`src/rtl/ctrl_pkg.sv`:
```
// Shared encodings for the hardwired control unit: states, opcodes,
// instruction classes, enable/bus bit positions and ALU codes.
package ctrl_pkg;

  typedef enum logic [3:0] {
    S_RESET = 4'd0,
    S_T0    = 4'd1,
    S_T1    = 4'd2,
    S_T2    = 4'd3,
    S_T3    = 4'd4,
    S_T4    = 4'd5,
    S_T5    = 4'd6,
    S_T6    = 4'd7,
    S_T7    = 4'd8,
    S_HALT  = 4'd9
  } state_t;

  typedef enum logic [3:0] {
    IC_LD, IC_LDI, IC_ST, IC_ALU, IC_ALUI, IC_BR, IC_JR,
    IC_IN, IC_OUT, IC_MFHI, IC_MFLO, IC_NOP, IC_HALT
  } iclass_t;

  localparam logic [4:0] OP_LD   = 5'd0;
  localparam logic [4:0] OP_LDI  = 5'd1;
  localparam logic [4:0] OP_ST   = 5'd2;
  localparam logic [4:0] OP_ADD  = 5'd3;
  localparam logic [4:0] OP_ROL  = 5'd11;
  localparam logic [4:0] OP_ADDI = 5'd12;
  localparam logic [4:0] OP_ANDI = 5'd13;
  localparam logic [4:0] OP_ORI  = 5'd14;
  localparam logic [4:0] OP_BR   = 5'd19;
  localparam logic [4:0] OP_JR   = 5'd20;
  localparam logic [4:0] OP_IN   = 5'd22;
  localparam logic [4:0] OP_OUT  = 5'd23;
  localparam logic [4:0] OP_MFHI = 5'd24;
  localparam logic [4:0] OP_MFLO = 5'd25;
  localparam logic [4:0] OP_NOP  = 5'd26;
  localparam logic [4:0] OP_HALT = 5'd27;

  localparam logic [4:0] CS_ALU_ADD = 5'd3;
  localparam logic [4:0] CS_ALU_AND = 5'd5;
  localparam logic [4:0] CS_ALU_OR  = 5'd6;
  localparam logic [4:0] CS_INCPC   = 5'd14;
  localparam logic [4:0] CS_ADD     = 5'd15;

  localparam int EN_HI  = 16;
  localparam int EN_LO  = 17;
  localparam int EN_Z   = 18;
  localparam int EN_Y   = 19;
  localparam int EN_PC  = 20;
  localparam int EN_MDR = 21;
  localparam int EN_IR  = 24;
  localparam int EN_MAR = 25;
  localparam int EN_OUT = 26;
  localparam int EN_CON = 27;

  localparam int BS_HI   = 16;
  localparam int BS_LO   = 17;
  localparam int BS_ZLO  = 19;
  localparam int BS_PC   = 20;
  localparam int BS_MDR  = 21;
  localparam int BS_IN   = 22;
  localparam int BS_C    = 23;

  // Final control step of each instruction class; fetch-only classes end at T2.
  function automatic state_t last_step(input iclass_t c);
    case (c)
      IC_LD, IC_ST:             last_step = S_T7;
      IC_BR:                    last_step = S_T6;
      IC_LDI, IC_ALU, IC_ALUI:  last_step = S_T5;
      IC_JR, IC_IN, IC_OUT,
      IC_MFHI, IC_MFLO:         last_step = S_T3;
      default:                  last_step = S_T2;
    endcase
  endfunction

  function automatic state_t succ(input state_t s);
    case (s)
      S_T0:    succ = S_T1;
      S_T1:    succ = S_T2;
      S_T2:    succ = S_T3;
      S_T3:    succ = S_T4;
      S_T4:    succ = S_T5;
      S_T5:    succ = S_T6;
      S_T6:    succ = S_T7;
      default: succ = S_T0;
    endcase
  endfunction

endpackage

```
`src/rtl/instr_decode.sv`:
```
// Combinational opcode decoder: instruction class plus the ALU code used
// during the operate step of register and immediate ALU instructions.
module instr_decode
  import ctrl_pkg::*;
(
  input  logic [4:0] opcode,
  output iclass_t    iclass,
  output logic [4:0] alu_code
);

  always_comb begin
    iclass   = IC_NOP;
    alu_code = 5'd0;
    case (opcode)
      OP_LD:   iclass = IC_LD;
      OP_LDI:  iclass = IC_LDI;
      OP_ST:   iclass = IC_ST;
      5'd3, 5'd4, 5'd5, 5'd6, 5'd7, 5'd8, 5'd9, 5'd10, OP_ROL: begin
        iclass   = IC_ALU;
        alu_code = opcode;
      end
      OP_ADDI: begin
        iclass   = IC_ALUI;
        alu_code = CS_ALU_ADD;
      end
      OP_ANDI: begin
        iclass   = IC_ALUI;
        alu_code = CS_ALU_AND;
      end
      OP_ORI: begin
        iclass   = IC_ALUI;
        alu_code = CS_ALU_OR;
      end
      OP_BR:   iclass = IC_BR;
      OP_JR:   iclass = IC_JR;
      OP_IN:   iclass = IC_IN;
      OP_OUT:  iclass = IC_OUT;
      OP_MFHI: iclass = IC_MFHI;
      OP_MFLO: iclass = IC_MFLO;
      OP_HALT: iclass = IC_HALT;
      default: iclass = IC_NOP;
    endcase
  end

endmodule

```
`src/rtl/control_unit.sv`:
```
// Hardwired multi-cycle control unit: one control step per clock, outputs
// decoded from the registered step and the current opcode.
module control_unit
  import ctrl_pkg::*;
(
  input  logic        clk,
  input  logic        clr,
  input  logic [31:0] ir,
  input  logic        CONFFOut,
  output logic [31:0] enable,
  output logic [31:0] busSelect,
  output logic        Gra,
  output logic        Grb,
  output logic        Grc,
  output logic        Rin,
  output logic        Rout,
  output logic        BAout,
  output logic        MD_Read,
  output logic        ReadRAM,
  output logic        WriteRAM,
  output logic [4:0]  Control_Signals,
  output logic        instr_done,
  output logic        halted
);

  state_t      state, state_next;
  iclass_t     cls;
  logic [4:0]  alu_code;
  logic [26:0] unused_ir_bits;

  assign unused_ir_bits = ir[26:0];

  instr_decode u_decode (
    .opcode   (ir[31:27]),
    .iclass   (cls),
    .alu_code (alu_code)
  );

  always_ff @(posedge clk) begin
    if (!clr) state <= S_RESET;
    else      state <= state_next;
  end

  always_comb begin
    case (state)
      S_RESET: state_next = S_T0;
      S_HALT:  state_next = S_HALT;
      default: begin
        if (state == last_step(cls))
          state_next = (cls == IC_HALT) ? S_HALT : S_T0;
        else
          state_next = succ(state);
      end
    endcase
  end

  always_comb begin
    enable          = '0;
    busSelect       = '0;
    Gra             = 1'b0;
    Grb             = 1'b0;
    Grc             = 1'b0;
    Rin             = 1'b0;
    Rout            = 1'b0;
    BAout           = 1'b0;
    MD_Read         = 1'b0;
    ReadRAM         = 1'b0;
    WriteRAM        = 1'b0;
    Control_Signals = '0;
    instr_done      = (state == last_step(cls));
    halted          = (state == S_HALT);
    case (state)
      S_T0: begin
        busSelect[BS_PC] = 1'b1;
        enable[EN_MAR]   = 1'b1;
        enable[EN_Z]     = 1'b1;
        Control_Signals  = CS_INCPC;
      end
      S_T1: begin
        busSelect[BS_ZLO] = 1'b1;
        enable[EN_PC]     = 1'b1;
        enable[EN_MDR]    = 1'b1;
        MD_Read           = 1'b1;
        ReadRAM           = 1'b1;
      end
      S_T2: begin
        busSelect[BS_MDR] = 1'b1;
        enable[EN_IR]     = 1'b1;
      end
      S_T3: begin
        case (cls)
          IC_LD, IC_LDI, IC_ST: begin
            Grb = 1'b1; BAout = 1'b1; enable[EN_Y] = 1'b1;
          end
          IC_ALU, IC_ALUI: begin
            Grb = 1'b1; Rout = 1'b1; enable[EN_Y] = 1'b1;
          end
          IC_BR:   begin Gra = 1'b1; Rout = 1'b1; enable[EN_CON] = 1'b1; end
          IC_JR:   begin Gra = 1'b1; Rout = 1'b1; enable[EN_PC] = 1'b1; end
          IC_IN:   begin busSelect[BS_IN] = 1'b1; Gra = 1'b1; Rin = 1'b1; end
          IC_OUT:  begin Gra = 1'b1; Rout = 1'b1; enable[EN_OUT] = 1'b1; end
          IC_MFHI: begin busSelect[BS_HI] = 1'b1; Gra = 1'b1; Rin = 1'b1; end
          IC_MFLO: begin busSelect[BS_LO] = 1'b1; Gra = 1'b1; Rin = 1'b1; end
          default: ;
        endcase
      end
      S_T4: begin
        case (cls)
          IC_LD, IC_LDI, IC_ST: begin
            busSelect[BS_C] = 1'b1; Control_Signals = CS_ADD; enable[EN_Z] = 1'b1;
          end
          IC_ALU: begin
            Grc = 1'b1; Rout = 1'b1; Control_Signals = alu_code; enable[EN_Z] = 1'b1;
          end
          IC_ALUI: begin
            busSelect[BS_C] = 1'b1; Control_Signals = alu_code; enable[EN_Z] = 1'b1;
          end
          IC_BR: begin
            busSelect[BS_PC] = 1'b1; enable[EN_Y] = 1'b1;
          end
          default: ;
        endcase
      end
      S_T5: begin
        case (cls)
          IC_LD, IC_ST: begin
            busSelect[BS_ZLO] = 1'b1; enable[EN_MAR] = 1'b1;
          end
          IC_LDI, IC_ALU, IC_ALUI: begin
            busSelect[BS_ZLO] = 1'b1; Gra = 1'b1; Rin = 1'b1;
          end
          IC_BR: begin
            busSelect[BS_C] = 1'b1; Control_Signals = CS_ADD; enable[EN_Z] = 1'b1;
          end
          default: ;
        endcase
      end
      S_T6: begin
        case (cls)
          IC_LD: begin
            MD_Read = 1'b1; ReadRAM = 1'b1; enable[EN_MDR] = 1'b1;
          end
          // Store data comes from the register file, so MDR takes the bus.
          IC_ST: begin
            Gra = 1'b1; Rout = 1'b1; enable[EN_MDR] = 1'b1;
          end
          IC_BR: begin
            if (CONFFOut) begin
              busSelect[BS_ZLO] = 1'b1; enable[EN_PC] = 1'b1;
            end
          end
          default: ;
        endcase
      end
      S_T7: begin
        case (cls)
          IC_LD: begin
            busSelect[BS_MDR] = 1'b1; Gra = 1'b1; Rin = 1'b1;
          end
          IC_ST:   WriteRAM = 1'b1;
          default: ;
        endcase
      end
      default: ;
    endcase
  end

endmodule

```
`config.mk`:
```
export PLATFORM = sky130hd
export DESIGN_NAME = control_unit
export DESIGN_NICKNAME = d
export VERILOG_FILES = /design/src/rtl/ctrl_pkg.sv /design/src/rtl/instr_decode.sv /design/src/rtl/control_unit.sv
export SDC_FILE = /design/constraint.sdc
export NUM_CORES = 1
export LEC_CHECK = 0
export CORE_MARGIN = 2
export CORE_UTILIZATION = 32
export DETAILED_ROUTE_END_ITERATION = 7
export MAX_ROUTING_LAYER = met4
export PLACE_DENSITY = 0.78
export SYNTH_ARGS = -nofsm -noshare
export SYNTH_HDL_FRONTEND = slang
export SYNTH_HIERARCHICAL = 1
export SYNTH_SLANG_ARGS = --single-unit
```
`constraint.sdc`:
```
create_clock -name clk -period 3 [get_ports clk]
set_clock_uncertainty 0.05 [all_clocks]
set_input_delay 0.6 -clock clk [delete_from_list [all_inputs] [get_ports clk]]
set_output_delay 0.6 -clock clk [all_outputs]
set_load 0.03 [all_outputs]
```
==> impl_results.md, run 1 <==
* Gr ovfl total at 0
* Maximum net fanout on the critical path at 7
* Number of antenna violations at the first check in global routing at 0
* Met1 routing resource usage after global routing at 22.8%
* Number of top-level pins at 115
* Reg-to-Reg Start: state[1]
* Num Clock Sinks at 4
* Hold slack at 636 ps
* Largest buffer count on any clock path at 2
* Crit path required time at 2350 ps
* Worst Slack Setup Final at -279 ps
* Port Buffers at 37
* Largest net degree at the start of global routing at 20
* Largest register FFs at 4
* Post-route clock period utilization at 109%
* Regs by FF count: state (4)
* Routing layer with the top usage in global route: met2
* Setup repair after global routing missed its margin: true
* Detailed-route via count at 1,979
* Average vias per placed instance at 5.02
* Number of violations reported at the end of detailed-routing iteration 0 at 91
* DP Wirelength at 3.54 mm
* Number of flops mapped to enable cells by yosys at 0
* Number of different library cells in the post-synthesis netlist at 59
* Yosys warning total at 6
* Final weighted congestion in routability-driven placement at 0.947
* Cell type with the highest aggregate area in the netlist: sky130_fd_sc_hd__buf_4
* Std cell rows at 25
* Worst-Margin Slew at 755 ps
* Effective utilization at floorplan at 33.4%
* Fraction of final layout cells sized beyond drive strength 1 at 59.6%
* PD cells at 296 nW/um^2
* Chip width at 74.7 microns
* Insertion delay to the later sink of the worst-skew pair at 220 ps
* H-tree lvl count at 1
* Final count of hold timing violations at 0
* #FFs+latches synth at 4
* 1st-pass router iterations at 4
* Worst ir drop on vdd at 137 uV
* Chip Height at 74.7 microns
* Post-Synthesis Mean Instance Area at 6.80 sq um
* Endpoint of the most critical register-to-register path: state[3]
* Number of global-route vias before repair at 1,758
* Accumulated negative setup slack at -3130 ps
* Cell with the most instances on the worst path: sky130_fd_sc_hd__buf_6
* Register-to-register setup slack at 680 ps
* Combined area of all synthesized cells at 1600 sq um
* Global Route met3 Usage at 2.68%
* Area share of the largest cell type after synthesis at 25.4%
* CTS Root Buffer Type: sky130_fd_sc_hd__clkbuf_8
* Worst path arrival time at 2630 ps
* Cells traversed along the worst timing path: buf_8 -> buf_6 -> and3_4 -> o32ai_4 -> buf_6 -> nand2_2 -> or2_1 -> a21oi_4 -> a21oi_2 -> o21ai_2 -> buf_6
* Post-route design area at 2940 sq um
* Setup CP Type: in -> out
* Pleak at 1.27 nW
* Hold Startpoint: state[3]
* Setup Viol. Count Final at 20
* Aggregate routed wire length at 6.38 mm
* Biggest register: state
* Wire length of the first global-routing pass at 8.46 mm
* Final antenna diode count at 0
* End point of the worst hold path: state[1]
* WL per Instance at 16.2 microns
* Met2 track utilization from global routing at 35.5%
* Outcome: finished with violations
* Clock transition time at the flip-flop clock pins of the worst setup and hold paths at 30 ps
* Startpoint types: input pin
* Final number of max-transition violations at 0
* Synth area leaders: sky130_fd_sc_hd__buf_4 25%, sky130_fd_sc_hd__dfxtp_1 5.0%, sky130_fd_sc_hd__nor2_1 4.0%
* Post-Synthesis Cells at 235
* Worst Hold Class: reg -> reg
* Clock period minus final worst setup slack at 3280 ps
* Cell with the biggest individual delay on the critical path: sky130_fd_sc_hd__o32ai_4
* Dominant register cell in the synthesized netlist: sky130_fd_sc_hd__dfxtp_1
* Combined global-route utilization of all metal layers at 19.6%
* Hold-critical path depth at 1
* Full die area at 5580 sq um
* Max Fclk at 305 MHz
* Rel. slew slack at 48.9%
* Net total in the final layout at 364
* Placed cell areas at 2160 sq um
* # Max-Cap Violations at 0
* Asr flop ratio synth at 0%
* Number of buffers created by CTS at 3
* Sequential fraction of the synthesis area at 5.01%
* Logic depth of the worst register-to-register path at 8
* Count of unresolved DRC violations after routing at 0
* Violated checks: setup timing
* Clock tree from TritonCTS: built
* Core Region at 4790 sq um
* Type of destination of the critical path: primary output
* Post-DRT Antenna Nets at 0
* Max incr delay on CP at 430 ps
* Synth-to-Final Area Change at 84.0%
-- through the flow --
step | cells | setup WS (ps) | power (mW) | utilization [%]
CTS | 387 | -165 | 0.782 | 55.6
global route | 394 | -327 | 0.915 | 61.5
finish | 394 | -279 | 0.871 | 61.5
detailed placement | 361 | -698 | 0.559 | 45.2
floorplan | 283 | -96.3 | 0.471 | -
global placement | 361 | -674 | 0.554 | 45.2
-- power breakdown --
group          switching, mW  internal [mW]  total [mW]
Sequential            0.0142         0.0579      0.0721
Clock                 0.0287         0.0856       0.114
Combinational          0.391          0.293       0.684
-- Yosys cell counts, types with 4 or more instances --
cell type / count
sky130_fd_sc_hd__a21oi_1: 9
sky130_fd_sc_hd__and3_1: 6
sky130_fd_sc_hd__buf_2: 8
sky130_fd_sc_hd__buf_4: 54
sky130_fd_sc_hd__clkbuf_1: 6
sky130_fd_sc_hd__dfxtp_1: 4
sky130_fd_sc_hd__inv_1: 4
sky130_fd_sc_hd__nand2_1: 14
sky130_fd_sc_hd__nand2b_1: 6
sky130_fd_sc_hd__nand3_1: 6
sky130_fd_sc_hd__nor2_1: 17
sky130_fd_sc_hd__nor2b_1: 7
sky130_fd_sc_hd__nor3_1: 5
sky130_fd_sc_hd__nor4bb_1: 4
sky130_fd_sc_hd__o21ai_0: 9
sky130_fd_sc_hd__o21ai_1: 5
sky130_fd_sc_hd__o22ai_1: 7
-- per-layer routing --
layer	wire (microns)	share of wire (%)	up-vias
met1	2490	39	977
met2	3460	54	64
met5	0	0	-
met3	233	3.7	15
met4	197	3.1	0
li1	-	-	923
-- worst max-delay path, delay by kind of cell --
family	cells	cell delay, ps
compound gates	4	930
simple gates	3	520
buf+inv	4	580
-- worst max-delay path by stage --
stage,start,endpoint,slack [ps],cells after the start
finish,ir[31],Control_Signals[3],-280,11
global route,ir[31],Control_Signals[3],-330,11
CTS,ir[31],instr_done,-160,12
detailed placement,ir[30],Rin,-700,12
global placement,ir[30],instr_done,-670,12
floorplan,ir[27],enable[19],-100,8
-- timing repair --
item | CTS | global route
endpoints found under the hold margin | 0 | 0
hold buffers | 0 | 0
endpoints found under the setup margin | 32 | 25
pin swaps | 33 | 16
resized for setup | 98 | 47
setup buffers | 19 | 8
cloned | 4 | 0
-- cells in the final DEF (no fill, tap or decap), types with 3 or more instances in the layout --
| master | synthesis | routed |
|---|---|---|
| sky130_fd_sc_hd__buf_4 | 54 | 62 |
| sky130_fd_sc_hd__conb_1 | 2 | 50 |
| sky130_fd_sc_hd__buf_6 | 3 | 38 |
| sky130_fd_sc_hd__nor2_1 | 17 | 11 |
| sky130_fd_sc_hd__nand2_1 | 14 | 9 |
| sky130_fd_sc_hd__o21ai_2 | 1 | 7 |
| sky130_fd_sc_hd__nor2_4 | 0 | 6 |
| sky130_fd_sc_hd__a21oi_2 | 0 | 6 |
| sky130_fd_sc_hd__nand2b_1 | 6 | 5 |
| sky130_fd_sc_hd__o22ai_2 | 0 | 5 |
| sky130_fd_sc_hd__buf_8 | 0 | 5 |
| sky130_fd_sc_hd__nand2_2 | 0 | 4 |
| sky130_fd_sc_hd__o21ai_4 | 0 | 4 |
| sky130_fd_sc_hd__clkdlybuf4s50_1 | 0 | 4 |
| sky130_fd_sc_hd__dfxtp_1 | 4 | 4 |
| sky130_fd_sc_hd__nor2b_1 | 7 | 3 |
| sky130_fd_sc_hd__nor2b_4 | 0 | 3 |
| sky130_fd_sc_hd__inv_1 | 4 | 3 |
| sky130_fd_sc_hd__nand3_2 | 0 | 3 |
| sky130_fd_sc_hd__and3_4 | 0 | 3 |
| sky130_fd_sc_hd__nand3_1 | 6 | 3 |
| sky130_fd_sc_hd__nor3_1 | 5 | 3 |
| sky130_fd_sc_hd__nor4b_2 | 2 | 3 |
| sky130_fd_sc_hd__o21ai_0 | 9 | 3 |
| sky130_fd_sc_hd__xor2_1 | 3 | 3 |
| sky130_fd_sc_hd__and3_1 | 6 | 3 |
| sky130_fd_sc_hd__clkbuf_8 | 0 | 3 |
| sky130_fd_sc_hd__buf_2 | 8 | 3 |
-- cell type report --
type	count	area [sq um]
Multi-Input combinational cell	203	1680
Fill cell	361	1840
Timing Repair Buffer	113	1040
Clock buffer	3	41.3
Tap cell	67	83.8
Sequential cell	4	80.1
Inverter	4	15.0
-- cells by family after synthesis --
logic type             count (synthesis)  synth area share, %
AO/OA/AOI/OAI                         58                 24.7
other                                  2                0.470
buffers and inverters                 76                 32.6
AND/OR/NAND/NOR                       86                 32.0
flip-flops                             4                 5.01
multiplexers                           3                 1.96
XOR/XNOR                               6                 3.29
(Power assumes the default switching activity.)
==> run 2, diff against run 1 <==
--- a/config.mk
+++ b/config.mk
@@ -5,11 +5,10 @@
 export SDC_FILE = /design/constraint.sdc
 export NUM_CORES = 1
 export LEC_CHECK = 0
-export CORE_MARGIN = 2
 export CORE_UTILIZATION = 32
 export DETAILED_ROUTE_END_ITERATION = 7
 export MAX_ROUTING_LAYER = met4
-export PLACE_DENSITY = 0.78
+export PLACE_DENSITY = 0.84
 export SYNTH_ARGS = -nofsm -noshare
 export SYNTH_HDL_FRONTEND = slang
 export SYNTH_HIERARCHICAL = 1
==> run 2 against run 1 <==
The run still ends with setup timing left; first-iteration DRC count up 110%; power up 3.7%; flip-flop and latch count unchanged; worst hold slack better by 4.8 ps; maximum frequency down 0.20%; via count up 8.6%; die area down 5.3%; critical path type unchanged; largest cell class unchanged; largest power group unchanged; highest routed layer unchanged.
==> impl_results.md, run 2 (synthesis results as in run 1) <==
* Worst Hold Class: reg -> reg
* Violated checks: setup timing
* WL per Instance at 17.5 microns (+8.3%)
* Uppermost signal routing layer after detailed routing: met4
* DP Wirelength at 3.52 mm (-0.45%)
* Worst-Margin Slew at 699 ps (-55.9 ps)
* Worst ir drop on vdd at 218 uV (+59%)
* Fin util at 64.5% (+3.0 points)
* Average vias per placed instance at 5.36 (+6.7%)
* Crit path required time at 2350 ps (about the same)
* Startpoint types: input pin
* Port Buffers at 37 (unchanged)
* Largest net degree at the start of global routing at 14 (-30%)
* Chip width at 72.7 microns (-2.7%)
* Post-DRT Antenna Nets at 0 (unchanged)
* PD cells at 294 nW/um^2 (-0.53%)
* Largest buffer count on any clock path at 2 (unchanged)
* Rel. slew slack at 52.7% (+3.8 points)
* Number of top-level pins at 115 (unchanged)
* Core Region at 4750 sq um (-0.65%)
* Number of global-route vias before repair at 1,975 (+12%)
* Setup CP Type: in -> out
* Sequential Area at 80.1 sq um (unchanged)
* Number of buffers created by CTS at 3 (unchanged)
* Largest register FFs at 4 (unchanged)
* Most frequent standard cell in the layout excluding fill and tap cells: sky130_fd_sc_hd__buf_4
* 1st-pass router iterations at 5 (+1)
* Final weighted congestion in routability-driven placement at 0.893 (-5.8%)
* Max Fclk at 304 MHz (-0.20%)
* Aggregate routed wire length at 7.03 mm (+10%)
* Worst path arrival time at 2640 ps (about the same)
* Fraction of final layout cells sized beyond drive strength 1 at 61.7% (+2.0 points)
* Setup Viol. Count Final at 20 (unchanged)
* Final number of max-transition violations at 0 (unchanged)
* Hold buffer count at CTS at 0 (unchanged)
* H-tree lvl count at 1 (unchanged)
* Full die area at 5280 sq um (-5.3%)
* Start point of the critical path: ir[30]
* Combined global-route utilization of all metal layers at 24.1% (+4.6 points)
* CTS Root Buffer Type: sky130_fd_sc_hd__clkbuf_8
* Outcome: finished with violations
* Maximum net fanout on the critical path at 6 (-1)
* Gr ovfl total at 0 (unchanged)
* Net total in the final layout at 371 (+1.9%)
* Clock tree from TritonCTS: built
* Synth-to-Final Area Change at 91.7%
* Insertion delay to the later sink of the worst-skew pair at 220 ps (about the same)
* Number of violations reported at the end of detailed-routing iteration 0 at 194 (+110%)
* Clock period minus final worst setup slack at 3290 ps (+6.44 ps)
* Effective utilization at floorplan at 33.6% (+0.22 points)
* Logic depth of the worst register-to-register path at 8 (unchanged)
* Met1 Wirelength at 2.62 mm (+5.2%)
* Wire length of the first global-routing pass at 9.73 mm (+15%)
* # Max-Cap Violations at 0 (unchanged)
* Met2 wirelength from detailed routing at 3.72 mm (+7.6%)
* # fillers at 362 (+0.28%)
* Final count of hold timing violations at 0 (unchanged)
* Most used cells in the layout excluding fill and tap cells: 62 x sky130_fd_sc_hd__buf_4, 50 x sky130_fd_sc_hd__conb_1, 47 x sky130_fd_sc_hd__buf_6
* Final antenna diode count at 0 (unchanged)
* Detailed-route via count at 2,149 (+8.6%)
* Setup repair after global routing missed its margin: true
* DP Worst Slack at -731 ps (-33.7 ps)
* Register-to-register setup slack at 760 ps (+80 ps)
* Biggest register: state
* Critical path capture point: Control_Signals[2]
* Regs by FF count: state (4)
* Worst Slack Setup Final at -286 ps (-6.44 ps)
* Chip Height at 72.7 microns (-2.7%)
* Post-route clock period utilization at 110% (+0.21 points)
* Number of antenna violations at the first check in global routing at 0 (unchanged)
* Multi-input gate area in the final layout at 1740 sq um (+3.5%)
* Reg-to-Reg Start: state[1]
* Count of unresolved DRC violations after routing at 0 (unchanged)
* Endpoint of the most critical register-to-register path: state[2]
* Num Clock Sinks at 4 (unchanged)
* Clock transition time at the flip-flop clock pins of the worst setup and hold paths at 30 ps (about the same)
* Std cell rows at 25 (unchanged)
* Type of destination of the critical path: primary output
* Pleak at 1.31 nW (+3.7%)
* Routed wire length on met3 at 418 microns (+79%)
==> run 2: cell count changes in the layout (fill, tap and decap cells not counted), sizes merged <==
cell / before / now
clkinvlp: 0 / 1
o21ai: 15 / 16
buf: 109 / 114
inv: 4 / 3
o22ai: 7 / 8
==> run 2: through the flow <==
stage / instances / area (sq um) / TNS (ps) / hold WS (ps) / power, mW
after floorplan: 283 / 1950 / -696 / 517 / 0.471
after global placement: 363 / 2180 / -16160 / 609 / 0.552
after detailed placement: 363 / 2180 / -17330 / 592 / 0.559
after CTS: 391 / 2740 / -1660 / 599 / 0.800
after global routing: 401 / 3070 / -4330 / 666 / 0.937
final: 401 / 3070 / -2890 / 641 / 0.902
==> run 2: routing by layer <==
| layer | track usage [%] | vias to the layer above |
|---|---|---|
| met1 | 26.8 | 1035 |
| met4 | 9.37 | 0 |
| met3 | 3.31 | 30 |
| li1 | - | 941 |
| met2 | 43.4 | 143 |
| met5 | - | - |
==> run 2: cell type report <==
| cell class | instances | share of cell area [%] |
|---|---|---|
| clock buffers | 3 | 1.35 |
| inverters | 4 | 0.612 |
| multi-input cells | 205 | 56.7 |
| flip-flops and latches | 4 | 2.61 |
| well taps | 67 | 2.73 |
| repair buffers | 118 | 36.0 |
==> run 2: repair_timing <==
action,in CTS,in global routing
endpoints found under the setup margin,32,26
resized for setup,93,64
cloned,3,1
buffers inserted,22,12
pin swaps,32,36
==> run 2: critical path, stage by stage <==
cell and delay [ps]:
sky130_fd_sc_hd__buf_8 100, sky130_fd_sc_hd__buf_6 110, sky130_fd_sc_hd__and3_4 180, sky130_fd_sc_hd__o32ai_4 400, sky130_fd_sc_hd__buf_6 210, sky130_fd_sc_hd__nand2_4 70
sky130_fd_sc_hd__or2_4 250, sky130_fd_sc_hd__a21oi_4 280, sky130_fd_sc_hd__a21oi_2 120, sky130_fd_sc_hd__o21ai_4 160, sky130_fd_sc_hd__buf_6 150
==> run 2: how the worst min path moves through the flow <==
stage               cells past startpoint  slack [ps]      from       end
floorplan                               2         520  state[3]  state[1]
global placement                        1         610  state[3]  state[1]
detailed placement                      1         590  state[3]  state[1]
CTS                                     1         600  state[3]  state[1]
global route                            1         670  state[3]  state[1]
finish                                  1         640  state[3]  state[1]
==> run 2: power by group <==
| group | switching [mW] | internal [mW] |
|---|---|---|
| logic | 0.410 | 0.306 |
| clock network | 0.0294 | 0.0857 |
| registers | 0.0135 | 0.0578 |
| total | 0.453 | 0.450 |
